[src/rtl/taiga_types.sv]
// Shared taiga type definitions; fifo_status_t bundles FIFO status for consumers.
package taiga_types;

  typedef struct packed {
    logic valid;
    logic full;
    logic almost_full;
    logic almost_empty;
    logic overflow;
    logic underflow;
  } fifo_status_t;

endpackage

[src/rtl/taiga_fifo_ptr.sv]
// Wrapping modulo-DEPTH pointer with increment and synchronous clear.
module taiga_fifo_ptr #(
  parameter int DEPTH = 6,
  parameter int PW    = 3
) (
  input  logic          clk,
  input  logic          rst,
  input  logic          i_clr,
  input  logic          i_inc,
  output logic [PW-1:0] o_ptr
);

  logic [PW-1:0] r_ptr;

  // Explicit wrap at DEPTH-1 so non-power-of-2 depths index correctly.
  always_ff @(posedge clk) begin
    if (rst || i_clr)
      r_ptr <= '0;
    else if (i_inc)
      r_ptr <= (r_ptr == PW'(DEPTH - 1)) ? '0 : r_ptr + 1'b1;
  end

  assign o_ptr = r_ptr;

endmodule

[src/rtl/taiga_fifo_thresh.sv]
// FWFT FIFO with arbitrary depth, almost-full/empty thresholds and sticky
// overflow/underflow flags. Status flags decode from the registered count only.
module taiga_fifo_thresh
  import taiga_types::*;
#(
  parameter int DATA_WIDTH = 32,
  parameter int FIFO_DEPTH = 6,
  parameter int AF_THRESH  = FIFO_DEPTH - 1,
  parameter int AE_THRESH  = 1
) (
  input  logic                              clk,
  input  logic                              rst,
  input  logic                              flush,
  input  logic                              push,
  input  logic [DATA_WIDTH-1:0]             data_in,
  input  logic                              pop,
  input  logic                              err_clr,
  output logic [DATA_WIDTH-1:0]             data_out,
  output logic                              valid,
  output logic                              full,
  output logic                              almost_full,
  output logic                              almost_empty,
  output logic [$clog2(FIFO_DEPTH+1)-1:0]   count,
  output logic                              overflow,
  output logic                              underflow
);

  localparam int CW = $clog2(FIFO_DEPTH + 1);
  localparam int PW = $clog2(FIFO_DEPTH);

  logic [DATA_WIDTH-1:0] r_mem [FIFO_DEPTH];
  logic [CW-1:0]         r_count;
  logic                  r_overflow;
  logic                  r_underflow;
  logic [PW-1:0]         w_wptr;
  logic [PW-1:0]         w_rptr;
  logic                  w_push_acc;
  logic                  w_pop_acc;
  logic                  w_ovf_set;
  logic                  w_unf_set;
  fifo_status_t          w_status;

  assign w_status.valid        = (r_count != '0);
  assign w_status.full         = (r_count == CW'(FIFO_DEPTH));
  assign w_status.almost_full  = (int'(r_count) >= AF_THRESH);
  assign w_status.almost_empty = (int'(r_count) <= AE_THRESH);
  assign w_status.overflow     = r_overflow;
  assign w_status.underflow    = r_underflow;

  // A pop on a full FIFO frees the slot the same-cycle push writes into.
  assign w_pop_acc  = pop & w_status.valid & ~flush;
  assign w_push_acc = push & ~flush & (~w_status.full | w_pop_acc);
  assign w_ovf_set  = push & w_status.full & ~pop & ~flush;
  assign w_unf_set  = pop & ~w_status.valid & ~flush;

  taiga_fifo_ptr #(.DEPTH(FIFO_DEPTH), .PW(PW)) u_wptr (
    .clk   (clk),
    .rst   (rst),
    .i_clr (flush),
    .i_inc (w_push_acc),
    .o_ptr (w_wptr)
  );

  taiga_fifo_ptr #(.DEPTH(FIFO_DEPTH), .PW(PW)) u_rptr (
    .clk   (clk),
    .rst   (rst),
    .i_clr (flush),
    .i_inc (w_pop_acc),
    .o_ptr (w_rptr)
  );

  always_ff @(posedge clk) begin
    if (w_push_acc)
      r_mem[w_wptr] <= data_in;
  end

  always_ff @(posedge clk) begin
    if (rst || flush)
      r_count <= '0;
    else begin
      case ({w_push_acc, w_pop_acc})
        2'b10:   r_count <= r_count + 1'b1;
        2'b01:   r_count <= r_count - 1'b1;
        default: r_count <= r_count;
      endcase
    end
  end

  // Set wins over a same-cycle err_clr.
  always_ff @(posedge clk) begin
    if (rst) begin
      r_overflow  <= 1'b0;
      r_underflow <= 1'b0;
    end else begin
      if (w_ovf_set)    r_overflow <= 1'b1;
      else if (err_clr) r_overflow <= 1'b0;
      if (w_unf_set)    r_underflow <= 1'b1;
      else if (err_clr) r_underflow <= 1'b0;
    end
  end

  assign data_out     = r_mem[w_rptr];
  assign count        = r_count;
  assign valid        = w_status.valid;
  assign full         = w_status.full;
  assign almost_full  = w_status.almost_full;
  assign almost_empty = w_status.almost_empty;
  assign overflow     = w_status.overflow;
  assign underflow    = w_status.underflow;

endmodule

[config.mk]
export PLATFORM = sky130hd
export DESIGN_NAME = taiga_fifo_thresh
export DESIGN_NICKNAME = d
export VERILOG_FILES = /design/src/rtl/taiga_types.sv /design/src/rtl/taiga_fifo_ptr.sv /design/src/rtl/taiga_fifo_thresh.sv
export SDC_FILE = /design/constraint.sdc
export NUM_CORES = 1
export LEC_CHECK = 0
export CORE_UTILIZATION = 35
export CTS_BUF_LIST = sky130_fd_sc_hd__clkbuf_8
export CTS_CLUSTER_SIZE = 8
export DETAILED_ROUTE_END_ITERATION = 7
export MAX_ROUTING_LAYER = met4
export PLACE_DENSITY = 0.61
export REMOVE_ABC_BUFFERS = 1
export SYNTH_ARGS = -nofsm -noshare
export SYNTH_HDL_FRONTEND = slang
export SYNTH_SLANG_ARGS = --single-unit
[constraint.sdc]
create_clock -name clk -period 7.18 [get_ports clk]
set_input_delay 1.077 -clock clk [delete_from_list [all_inputs] [get_ports clk]]
set_output_delay 1.077 -clock clk [all_outputs]
set_load 0.05 [all_outputs]
==> results of run 1 <==
[stage by stage]
stage	instances	cell area (µm²)	worst slack (ns)	hold WS, ns
after floorplan	410	7850	2.24	0.453
after global placement	775	9060	3.10	0.461
after detailed placement	775	9060	3.12	0.479
after CTS	836	9690	2.58	0.492
after global routing	836	9690	2.45	0.530
final	836	9690	2.67	0.499
[state kept, by name, summed over array words and instances, names as in the netlist, named ones only]
register and flops:
overflow 1, r_mem 192, u_rptr.o_ptr 3, underflow 1, count 3, u_wptr.o_ptr 3
[cells by family after synthesis]
kind of cell	synth area share [%]
compound gates	3.47
xor+xnor	0.221
fa+ha+maj	0.788
buf+inv	1.59
flops	76.1
mux	13.2
simple gates	4.60
[routing by layer]
metal | GRT usage [%] | up-vias
li1 | - | 1907
met1 | 16.4 | 2018
met2 | 22.4 | 111
met3 | 2.82 | 36
met4 | 5.77 | 0
met5 | - | -
[final timing paths]
kind | endpoint | slack, ns | depth (start not counted)
max reg2reg | r_mem[5][8] | 4.16 | 7
min | register | 0.50 | 2
max | data_out[31] | 2.67 | 5
min reg2reg | register | 0.50 | 2
[worst max-delay path: cells and delay by family, from the launching register on]
| kind | cells | cell delay, ns |
|---|---|---|
| buf+inv | 2 | 1.33 |
| flops | 1 | 0.79 |
| mux | 1 | 0.57 |
| simple gates | 1 | 0.10 |
| compound gates | 1 | 0.08 |
[power by group]
| part | total (mW) | switching, mW | internal [mW] |
|---|---|---|---|
| Clock | 0.929 | 0.425 | 0.504 |
| Sequential | 1.33 | 0.00425 | 1.32 |
| Combinational | 0.122 | 0.0726 | 0.0490 |
| Total | 2.38 | 0.502 | 1.88 |
[synth_stat cells, types with 5 or more instances]
cell type	number	area [µm²]
edfxtp_1	192	5770
mux2i_1	33	330
nand2_1	10	37.5
dfxtp_1	14	280
clkbuf_1	6	22.5
nor2_1	40	150
ha_1	5	62.6
mux4_2	32	721
buf_1	5	18.8
buf_4	6	45.0
a21oi_1	40	200
inv_1	5	18.8
[final cells by class]
type | count | share of cell area (%)
clock buffers | 40 | 5.68
multi-input cells | 198 | 18.5
inverters | 6 | 0.284
flip-flops and latches | 206 | 62.5
repair buffers | 85 | 8.60
clock inverters | 21 | 0.826
well taps | 280 | 3.62
[placed cells by master (no fill, tap or decap), drive strengths merged, types with 3 or more instances in the layout]
cell | netlist | routed
edfxtp | 192 | 192
clkdlybuf4s50 | 0 | 78
a21oi | 41 | 41
clkbuf | 7 | 40
nor2 | 40 | 40
mux2i | 33 | 33
mux4 | 32 | 32
inv | 5 | 19
dfxtp | 14 | 14
nand2 | 10 | 10
clkinv | 1 | 8
buf | 12 | 7
ha | 5 | 5
nor2b | 4 | 4
nand3 | 3 | 3
or3 | 3 | 3
==> impl_metrics.ini, run 1 <==
[placed_design]
dp_hpwl_um = 8760
portBuffers = 78
gp_congestion = 0.754

[logic_synthesis]
synth-async-reset-ratio_pct = 0
syn_area_per_cell_um2 = 18.5
synth-main-ff-cell = edfxtp_1
ys_types = 42
synth-edff-count = 192
syn_inst = 429
synthesis.area_um2 = 7940
synth-seq-area-share_pct = 76.1
ys_ff_latch = 206
yosys_warnings = 0

[clocking]
postCtsHoldBufs = 0
cts_buffer_depth = 3
tritoncts = yes
clk_pin_slew_ns = 0.06
cts-resized-gates = 0
cts_sinks = 206
post_cts.repair.setup_buffers = 0
root_buffer = clkbuf_8
numCtsBuffers = 35
htree_num_levels = 2
clock_latency_ns = 0.50

[critical_path]
cpMaxStageDelayCell = dfxtp_4
critical_path.max_fanout = 36
r2r-start = count[0]
path_cells = buf_4 > mux4_2 > nor2_1 > a21oi_1 > clkdlybuf4s50_1
cp.required_ns = 6.10
critPathMaxStageDelay_ns = 0.79
worstSetupPathType = reg2out
crit_path_end_kind = output port
cp-start-kind = register
cp_data_arrival_time_ns = 3.43

[floorplanning]
row_count = 54
coreArea_um2 = 22000
fp.dieW_um = 153
start_util_pct = 36.1
die_h_um = 153
io_pins = 79
dieArea_um2 = 23300

[drt]
vias = 4072
avgRoutedWirePerCell_um = 18.1
drt_wl_total_um = 15100
wl_met1_um = 6570
drt_pass1_iterations = 8
route.detailed.drc = 2
wl_met2_um = 7510
topRoutingLayerUsed = met4
ant_nets = 0
wl_met3_um = 662
drt_iter0_markers = 169
vias_per_cell = 4.87

[min_path]
hold_path.class = reg2reg
hp-start = u_rptr.o_ptr[2]

[run_status]
status = finished, violations left
violations = design-rule violations

[global_route]
antenna_found_initial = 0
grt_max_degree = 37
grt-ovfl-total = 0
grt_pass1_wl_um = 23500
track_usage_pct = 13.6
grt_pass1_vias = 4316

[final_layout]
multi_input_area_um2 = 1800
fillers = 1967
nets = 575
diodes = 0
syn_to_final_growth_pct = 22.0
seq_area_um2 = 6050
final_layout_size_suffix_gt1_share_pct = 16.7
finalCoreUtilization_pct = 44.0

[sta]
clock.fmax_mhz = 222
finClkSkew_ns = 0.0122
setup_viol = 0
period_minus_slack_ns = 4.51
setup-tns-final_ns = 0
worstMarginPinSlew_ns = 0.957
relSlewSlack_pct = 36.2
hold_violations = 0
drv_slew = 0
rsz0062_at_grt = no
post-route-period-util_pct = 62.8

[pwr]
power.density_nw_per_um2 = 246
p_total_mw = 2.38
power_leakage_nw = 3.10
vdd_drop_max_v = 0.0000937

[flow_run]
drv_cap = 0
No activity file was read; power rests on OpenSTA's default activity.
==> inputs of run 2 (changes only) <==
==> constraint.sdc (replaced) <==
create_clock -name clk -period 4.3 [get_ports clk]
set_input_delay 0.645 -clock clk [delete_from_list [all_inputs] [get_ports clk]]
set_output_delay 0.645 -clock clk [all_outputs]
set_load 0.05 [all_outputs]
==> impl_metrics.ini, run 2 (synthesized netlist as in run 1, its figures left out) <==
[run_status]
status = finished, violations left
violations = design-rule violations

[final_layout]
final_layout_size_suffix_gt1_share_pct = 16.6
syn_to_final_growth_pct = 21.6
diodes = 0
layout_common_cells = edfxtp_1 (192), clkdlybuf4s50_1 (78), a21oi_1 (40)
top_register = r_mem
largest_reg_flops = 192
nets = 577
layout_commonest_cell = edfxtp_1
layout.cells.non_filler = 834
final_area_um2 = 9660

[sta]
finClkSkew_ns = 0.0166
post-route-period-util_pct = 85.1
clock.fmax_mhz = 273
finalHoldWorstSlack_ns = 0.478
rsz0062_at_grt = no
drv_slew = 0
worstMarginPinSlew_ns = 0.972
setup_viol = 0
period_minus_slack_ns = 3.66
setup-tns-final_ns = 0
hold_violations = 0
relSlewSlack_pct = 35.2

[critical_path]
worstSetupPathType = reg2out
crit_path_end_kind = output port
r2r-start = count[0]
cp_data_arrival_time_ns = 3.02
critical_path.max_fanout = 28
reg2reg_slack_ns = 1.51
cp.required_ns = 3.65
regToRegEndpoint = r_mem[2][8]
worstRegToRegCells = 7
cp-start-kind = register

[drt]
avgRoutedWirePerCell_um = 18.2
drt_pass1_iterations = 8
route.detailed.drc = 4
vias_per_cell = 4.93
drt_iter0_markers = 281
ant_nets = 0
vias = 4115
drt_wl_total_um = 15200

[pwr]
internal_power_mw = 3.04
pwr-share-seq_pct = 57.4
p_total_mw = 3.86
power.density_nw_per_um2 = 400
power.switching_mw = 0.824
power_leakage_nw = 3.07
vdd_drop_max_v = 0.000173
clock_power_share_pct = 37.3
switching_share_pct = 21.3
combPwrFrac_pct = 5.3

[clocking]
clock_latency_ns = 0.49
tritoncts = yes
clk_pin_slew_ns = 0.06
postCtsHoldBufs = 0
numCtsBuffers = 34
htree_num_levels = 2
post_cts.repair.setup_buffers = 0
cts_sinks = 206
cts_buffer_depth = 3
cts-resized-gates = 0
root_buffer = clkbuf_8

[global_route]
track_usage_pct = 13.8
grt-ovfl-total = 0
antenna_found_initial = 0
grt_max_degree = 44
grt_pass1_vias = 4421
grt_pass1_wl_um = 24000

[floorplanning]
start_util_pct = 36.1
io_pins = 79
die_h_um = 153
dieArea_um2 = 23300
row_count = 54
coreArea_um2 = 22000
fp.dieW_um = 153

[flow_run]
drv_cap = 0

[min_path]
hold_path.class = reg2reg
min_path_cells = 2
hp-start = u_rptr.o_ptr[1]

[placed_design]
gp_congestion = 0.749
dp.cells = 778
placed_area_um2 = 9090
portBuffers = 78
dp_hpwl_um = 8850
-- run 2: cell count changes in the layout (fill, tap and decap cells not counted) --
cell | before | now
clkbuf_8 | 40 | 35
buf_12 | 0 | 1
inv_1 | 17 | 16
clkinvlp_4 | 0 | 1
buf_4 | 7 | 9
-- run 2: layout make-up --
| class | count | area (µm²) |
|---|---|---|
| clock buffers | 35 | 482 |
| clock inverters | 21 | 83.8 |
| flip-flops and latches | 206 | 6050 |
| inverters | 6 | 27.5 |
| well taps | 280 | 350 |
| fillers | 1937 | 12400 |
| repair buffers | 88 | 868 |
| multi-input cells | 198 | 1800 |
-- run 2: power groups by stage --
| stage | combinational [mW] | clock, mW | sequential (mW) |
|---|---|---|---|
| 3_5_place_dp | 0.205 | 0 | 2.26 |
| 5_1_grt | 0.217 | 1.58 | 2.22 |
| 2_1_floorplan | 0.0985 | 0 | 2.26 |
| 3_3_place_gp | 0.201 | 0 | 2.26 |
| 4_1_cts | 0.205 | 1.49 | 2.22 |
| 6_report | 0.203 | 1.44 | 2.22 |
-- run 2: worst max-delay path, stage by stage, from the launching register on --
cell             delay [ns]
dfxtp_4                0.69
buf_4                  0.34
mux4_2                 0.52
nor2_1                 0.10
a21oi_1                0.08
clkdlybuf4s50_1        0.76
-- run 2: how the worst max path moves through the flow --
stage | startpoint | endpoint | slack [ns] | depth (start not counted)
CTS | register | data_out[12] | 0.56 | 5
global route | register | data_out[7] | 0.43 | 4
floorplan | count[0] | r_mem[0][0] | -0.58 | 5
global placement | register | data_out[12] | 1.10 | 5
finish | register | data_out[12] | 0.64 | 5
detailed placement | pop | r_mem[2][30] | 1.07 | 6
-- run 2: stage by stage --
stage          setup slack, ns  util [%]
6_report                 0.640      43.9
4_1_cts                  0.555      43.9
5_1_grt                  0.428      43.9
3_5_place_dp              1.07      41.3
2_1_floorplan           -0.584         -
3_3_place_gp              1.10      41.3
-- run 2: metal layers --
metal	track usage (%)	wire, µm
met1	16.7	6760
met2	22.5	7410
met3	3.44	740
met4	4.52	238
met5	-	0
